[config.mk]
export PLATFORM = sky130hd
export DESIGN_NAME = uart_tx_sched
export DESIGN_NICKNAME = d
export VERILOG_FILES = /design/src/rtl/uart_tx_sched.sv
export SDC_FILE = /design/constraint.sdc
export NUM_CORES = 1
export LEC_CHECK = 0
export CAP_MARGIN = 20
export CELL_PAD_IN_SITES_DETAIL_PLACEMENT = 1
export CELL_PAD_IN_SITES_GLOBAL_PLACEMENT = 1
export CORE_ASPECT_RATIO = 0.75
export CORE_MARGIN = 2
export CORE_UTILIZATION = 40
export CTS_BUF_LIST = sky130_fd_sc_hd__clkbuf_8 sky130_fd_sc_hd__clkbuf_16
export CTS_CLUSTER_SIZE = 8
export DETAILED_ROUTE_END_ITERATION = 7
export GPL_TIMING_DRIVEN = 0
export PLACE_DENSITY = 0.78
export SLEW_MARGIN = 20
export SYNTH_ARGS = -nofsm -noshare
export SYNTH_HDL_FRONTEND = slang
export SYNTH_SLANG_ARGS = --single-unit
[constraint.sdc]
create_clock -name clk -period 3.85 [get_ports clk]
set_input_delay 0.77 -clock clk [delete_from_list [all_inputs] [get_ports clk]]
set_output_delay 0.77 -clock clk [all_outputs]
set_load 0.1 [all_outputs]
[src/rtl/uart_tx_sched.sv]
// Round-robin arbiter sharing one 8N1 UART TX line among NREQ byte sources.
// The baud counter restarts at every frame start so that bit edges line up with the start bit.
module uart_tx_sched #(
  parameter int NREQ    = 4,
  parameter int CLK_DIV = 5208
) (
  input  logic              clk,
  input  logic              RSTn,
  input  logic [NREQ-1:0]   req_i,
  input  logic [NREQ*8-1:0] data_i,
  output logic [NREQ-1:0]   ack_o,
  output logic [2:0]        grant_id_o,
  output logic              busy_o,
  output logic              txd_o
);
  localparam int CW = $clog2(CLK_DIV);

  typedef enum logic [1:0] {S_IDLE, S_START, S_DATA, S_STOP} state_e;

  state_e            state_q, state_d;
  logic [CW-1:0]     baud_q, baud_d;
  logic [2:0]        bit_q, bit_d;
  logic [7:0]        shift_q, shift_d;
  logic [2:0]        ptr_q, ptr_d;
  logic [2:0]        gid_q, gid_d;
  logic [NREQ-1:0]   ack_q, ack_d;
  logic              txd_q, txd_d;

  logic              gnt_vld;
  logic [2:0]        gnt_idx;
  logic [7:0]        gnt_byte;
  logic [NREQ-1:0]   rq_sh;
  logic              bit_end;
  int                idx;

  // First requester at or above ptr+1, wrapping around NREQ.
  always_comb begin
    gnt_vld = 1'b0;
    gnt_idx = '0;
    rq_sh   = '0;
    idx     = 0;
    for (int k = 0; k < NREQ; k++) begin
      idx = int'(ptr_q) + 1 + k;
      if (idx >= NREQ) idx = idx - NREQ;
      rq_sh = req_i >> idx;
      if (!gnt_vld && rq_sh[0]) begin
        gnt_vld = 1'b1;
        gnt_idx = 3'(idx);
      end
    end
    gnt_byte = 8'(data_i >> {gnt_idx, 3'b000});
  end

  assign bit_end = (baud_q == CW'(CLK_DIV - 1));

  always_comb begin
    state_d = state_q;
    baud_d  = baud_q;
    bit_d   = bit_q;
    shift_d = shift_q;
    ptr_d   = ptr_q;
    gid_d   = gid_q;
    ack_d   = '0;
    txd_d   = txd_q;
    if (state_q == S_IDLE) begin
      txd_d = 1'b1;
      if (gnt_vld) begin
        ack_d   = NREQ'(1) << gnt_idx;
        gid_d   = gnt_idx;
        ptr_d   = gnt_idx;
        shift_d = gnt_byte;
        txd_d   = 1'b0;
        baud_d  = '0;
        state_d = S_START;
      end
    end else begin
      baud_d = bit_end ? '0 : baud_q + 1'b1;
      if (bit_end) begin
        case (state_q)
          S_START: begin
            state_d = S_DATA;
            bit_d   = '0;
            txd_d   = shift_q[0];
          end
          S_DATA: begin
            if (bit_q == 3'd7) begin
              state_d = S_STOP;
              txd_d   = 1'b1;
            end else begin
              bit_d   = bit_q + 3'd1;
              shift_d = shift_q >> 1;
              txd_d   = shift_q[1];
            end
          end
          default: begin
            state_d = S_IDLE;
            txd_d   = 1'b1;
          end
        endcase
      end
    end
  end

  always_ff @(posedge clk or negedge RSTn) begin
    if (!RSTn) begin
      state_q <= S_IDLE;
      baud_q  <= '0;
      bit_q   <= '0;
      shift_q <= '0;
      ptr_q   <= 3'(NREQ - 1);
      gid_q   <= '0;
      ack_q   <= '0;
      txd_q   <= 1'b1;
    end else begin
      state_q <= state_d;
      baud_q  <= baud_d;
      bit_q   <= bit_d;
      shift_q <= shift_d;
      ptr_q   <= ptr_d;
      gid_q   <= gid_d;
      ack_q   <= ack_d;
      txd_q   <= txd_d;
    end
  end

  assign ack_o      = ack_q;
  assign grant_id_o = gid_q;
  assign busy_o     = (state_q != S_IDLE);
  assign txd_o      = txd_q;
endmodule

==> qor_table.md <==
| Quantity | Value |
| --- | --- |
| Result of the run | completed |
| Port Buffer Count | 46 |
| Portion of synthesized cell area occupied by the leading cell type | 33.7% |
| # diodes | 0 |
| Fraction of layout cells with a size suffix above 1 | 14.5% |
| Area inside the core boundary | 5860 sq um |
| Clock Tree Buf Depth | 2 |
| DIE HEIGHT | 71.8 um |
| Crit start category | register |
| Total clock buffers created by CTS | 5 |
| Share of async-settable or async-resettable flops after synthesis | 100% |
| Yosys warns | 0 |
| Number of DRC markers after the initial detailed-route iteration | 96 |
| Number of filler instances in the final layout | 674 |
| CP dominant cell by count | sky130_fd_sc_hd__buf_6 |
| Share of the clock period used by the worst path after layout | 94.2% |
| Starting density of the core | 41.9% |
| Worst Clk Skew | 11.6 ps |
| Highest-delay cell along the critical path | sky130_fd_sc_hd__dfstp_2 |
| Number of cell rows | 24 |
| Met2 routed WL | 2860 um |
| Syn Nets | 304 |
| Number of I/O pins | 47 |
| Gpl congestion | 0.800 |
| Detail-routed via count per cell | 5.47 |
| Floorplan die area | 6780 sq um |
| Pin count of the biggest net entering global routing | 24 |
| DRC violation count after routing | 0 |
| Signal arrival time at the worst endpoint | 3800 ps |
| Post-CTS Setup Repair Bufs | 0 |
| First drt pass iteration count | 4 |
| Final setup violation count | 0 |
| Cts hold-fix bufs | 0 |
| Clock root buffer | sky130_fd_sc_hd__clkbuf_8 |
| Met3 routed WL | 302 um |
| Fin nets | 358 |
| Number of buffer and inverter stages on the critical path | 3 |
| Slew at the pin with the worst max-slew slack | 979 ps |
| Final Hold Violating Endpoints | 0 |
| Largest area contributor in the synthesized netlist | sky130_fd_sc_hd__dfrtp_1 |
| CP max FO | 10 |
| RSZ-0062 raised after global routing | false |
| Chain of cells forming the critical path | buf_6 > inv_1 > ha_1 > buf_6 > mux4_2 > a21oi_1 > o21a_2 > a211oi_2 > a211o_4 > nand2_8 > mux2_4 > a221o_1 |
| Crit path kind | register to register |
| Leakage power summed over all cells | 1.33 nW |
| Wire length after detailed routing | 6630 um |
| Number of gates resized after cts | 0 |
| Count of state elements after synthesis | 36 |
| Achievable frequency | 276 MHz |
| Prevailing post-synth register cell | sky130_fd_sc_hd__dfrtp_1 |
| Clock transition time at the flip-flop clock pins of the worst setup and hold paths | 80 ps |
| Clock insertion delay at the later pin of the skew report | 290 ps |
| Most frequently used cell type in the post-synthesis netlist | sky130_fd_sc_hd__dfrtp_1 |
| Clock tree from TritonCTS | done |
| Post-Syn Area per Cell | 9.57 sq um |
| Initial antenna violation count | 0 |
| Post-placement cell count | 381 |
| Clock Sinks | 36 |
| Global Route Usage Sum | 21.3% |
| Accumulated negative setup slack | 0 ps |
| Area used by multi-input combinational logic | 1440 sq um |
| Sequential cell area | 905 sq um |
| Slowest stage delay, CP | 590 ps |
| Final cell count without fillers | 389 |
| Count of antenna-violating nets left after detailed routing | 0 |
| Sequential-to-total area share from yosys stat | 36.9% |
| CP Capture Type | register |
| Via count of the first global-routing pass | 2189 |
| M1 WL | 3440 um |
| Wire length of the first global-routing pass | 11100 um |
| Cell area after technology mapping | 2450 sq um |
| Min Clock Period, post-route | 3630 ps |
| Distinct cells, synth | 51 |
| Maximum level of the CTS H-tree | 2 |
| Dominant cells by area after synthesis | sky130_fd_sc_hd__dfrtp_1, sky130_fd_sc_hd__mux2i_1, sky130_fd_sc_hd__ha_1 |
| Max-Slew Margin vs Limit | 34.5% |
| Max Slew Vio Count | 0 |
| X dimension of the die | 94.4 um |
| Data required time at the worst endpoint | 4020 ps |
| EDFF count, synth | 0 |
| Dominant delay contributor by cell family on the critical path | compound AO/OA/AOI/OAI gates |
| Worst voltage drop across the vdd grid | 0.195 mV |
| Top cell types by occurrence after synthesis | sky130_fd_sc_hd__dfrtp_1, sky130_fd_sc_hd__nand2_1, sky130_fd_sc_hd__o21ai_0 |
| Global route overflow | 0 |
| Hold Crit Class | primary input to async pin |
| Total number of vias | 2126 |
| Synthesized instance count | 256 |
| Detailed-route wire length per cell | 17.1 um |
| Half-perimeter wire length after placement | 5190 um |
| Max Cap Violations | 0 |
| Area grow syn2layout | 27.2% |
| Top Layer Used | met4 |
| Ratio of total power to cell area | 243 nW/um^2 |
flip-flops by register name (all words and copies together), names as in the netlist:
name	flops
baud_q	13
grant_id_o	2
shift_q	8
txd_o	1
ack_o	4
bit_q	3
state_q	2
ptr_q	3
placed cells by master (no fill, tap or decap), types with 2 or more instances in the layout:
master	Yosys	routed
sky130_fd_sc_hd__a211oi_2	2	2
sky130_fd_sc_hd__o21ai_1	7	7
sky130_fd_sc_hd__clkbuf_8	0	6
sky130_fd_sc_hd__inv_1	12	13
sky130_fd_sc_hd__o31ai_1	2	2
sky130_fd_sc_hd__buf_2	2	3
sky130_fd_sc_hd__buf_6	3	3
sky130_fd_sc_hd__a31oi_1	2	2
sky130_fd_sc_hd__clkbuf_1	2	2
sky130_fd_sc_hd__dfstp_2	3	3
sky130_fd_sc_hd__o21ai_0	19	19
sky130_fd_sc_hd__and3_1	18	18
sky130_fd_sc_hd__nand3_1	5	5
sky130_fd_sc_hd__nand2_1	26	26
sky130_fd_sc_hd__nand4_1	3	3
sky130_fd_sc_hd__ha_1	10	10
sky130_fd_sc_hd__and2_1	5	5
sky130_fd_sc_hd__or2_2	8	8
sky130_fd_sc_hd__mux2i_1	14	14
sky130_fd_sc_hd__buf_4	2	2
sky130_fd_sc_hd__nor2_1	15	15
sky130_fd_sc_hd__mux4_2	4	4
sky130_fd_sc_hd__dfrtp_1	33	33
sky130_fd_sc_hd__nor3_1	4	4
sky130_fd_sc_hd__a21oi_1	13	13
sky130_fd_sc_hd__o21ai_2	2	2
sky130_fd_sc_hd__a211oi_1	13	13
sky130_fd_sc_hd__clkdlybuf4s50_1	0	45
sky130_fd_sc_hd__nand2b_1	3	3
per-stage QoR:
step | utilization (%) | power, mW | setup WS (ps) | hold slack (ps) | instance area (sq um)
finish | 53.2 | 0.756 | 224 | 370 | 3120
global route | 53.2 | 0.790 | 0.991 | 366 | 3120
CTS | 53.2 | 0.764 | 204 | 376 | 3120
detailed placement | 51.6 | 0.478 | 231 | 449 | 3020
global placement | 51.4 | 0.474 | 221 | 450 | 3010
floorplan | - | 0.421 | 544 | 448 | 2450
worst paths after layout:
path	start	end	slack [ps]	depth (start not counted)
worst max-delay path	ptr_q[0]	shift_q[7]	220	12
worst min register to register	txd_o	txd_o	480	2
min in group clk	txd_o	txd_o	480	2
worst max register to register	ptr_q[0]	shift_q[7]	220	12
worst min-delay path	RSTn	baud_q[8]	370	1
max in group asynchronous	RSTn	txd_o	2980	2
power breakdown:
group / leakage (nW) / switching, mW / total [mW] / internal (mW)
clock: 0.0486 / 0.144 / 0.287 / 0.143
sequential: 0.450 / 0.00240 / 0.382 / 0.380
combinational: 0.830 / 0.0346 / 0.0875 / 0.0529
total: 1.33 / 0.181 / 0.756 / 0.575
layout make-up:
cell class                      count  share of cell area [%]
Inverter                           12                    1.44
Timing Repair Buffer               47                    15.2
Clock inverter                      2                   0.361
Clock buffer                        6                    2.65
Sequential cell                    36                    29.0
Multi-Input combinational cell    199                    46.0
Tap cell                           78                    3.13
Buffer                              9                    2.13
logic make-up (layout without fill, tap and decap cells):
group,Yosys count,in the layout,share of synthesized area [%]
muxes,20,20,10.5
DFF,36,36,36.9
and+or+nand+nor,94,94,20.5
buffers and inverters,21,76,4.54
adders and majority gates,10,10,5.10
AOI/OAI and AO/OA,72,72,20.8
xor gates and xnor gates,3,3,1.68
worst reg2reg max path, stage by stage, from the launching register on:
cell,delay (ps)
sky130_fd_sc_hd__dfstp_2,590
sky130_fd_sc_hd__buf_6,170
sky130_fd_sc_hd__inv_1,140
sky130_fd_sc_hd__ha_1,350
sky130_fd_sc_hd__buf_6,160
sky130_fd_sc_hd__mux4_2,530
sky130_fd_sc_hd__a21oi_1,130
sky130_fd_sc_hd__o21a_2,200
sky130_fd_sc_hd__a211oi_2,60
sky130_fd_sc_hd__a211o_4,380
sky130_fd_sc_hd__nand2_8,140
sky130_fd_sc_hd__mux2_4,310
sky130_fd_sc_hd__a221o_1,350
routing by layer:
metal,vias up,global-route usage [%]
met4,0,2.74
met3,5,5.26
met2,50,32.3
met5,-,0
met1,1025,31.8
li1,1046,-
No activity file was read; power rests on OpenSTA's default activity.
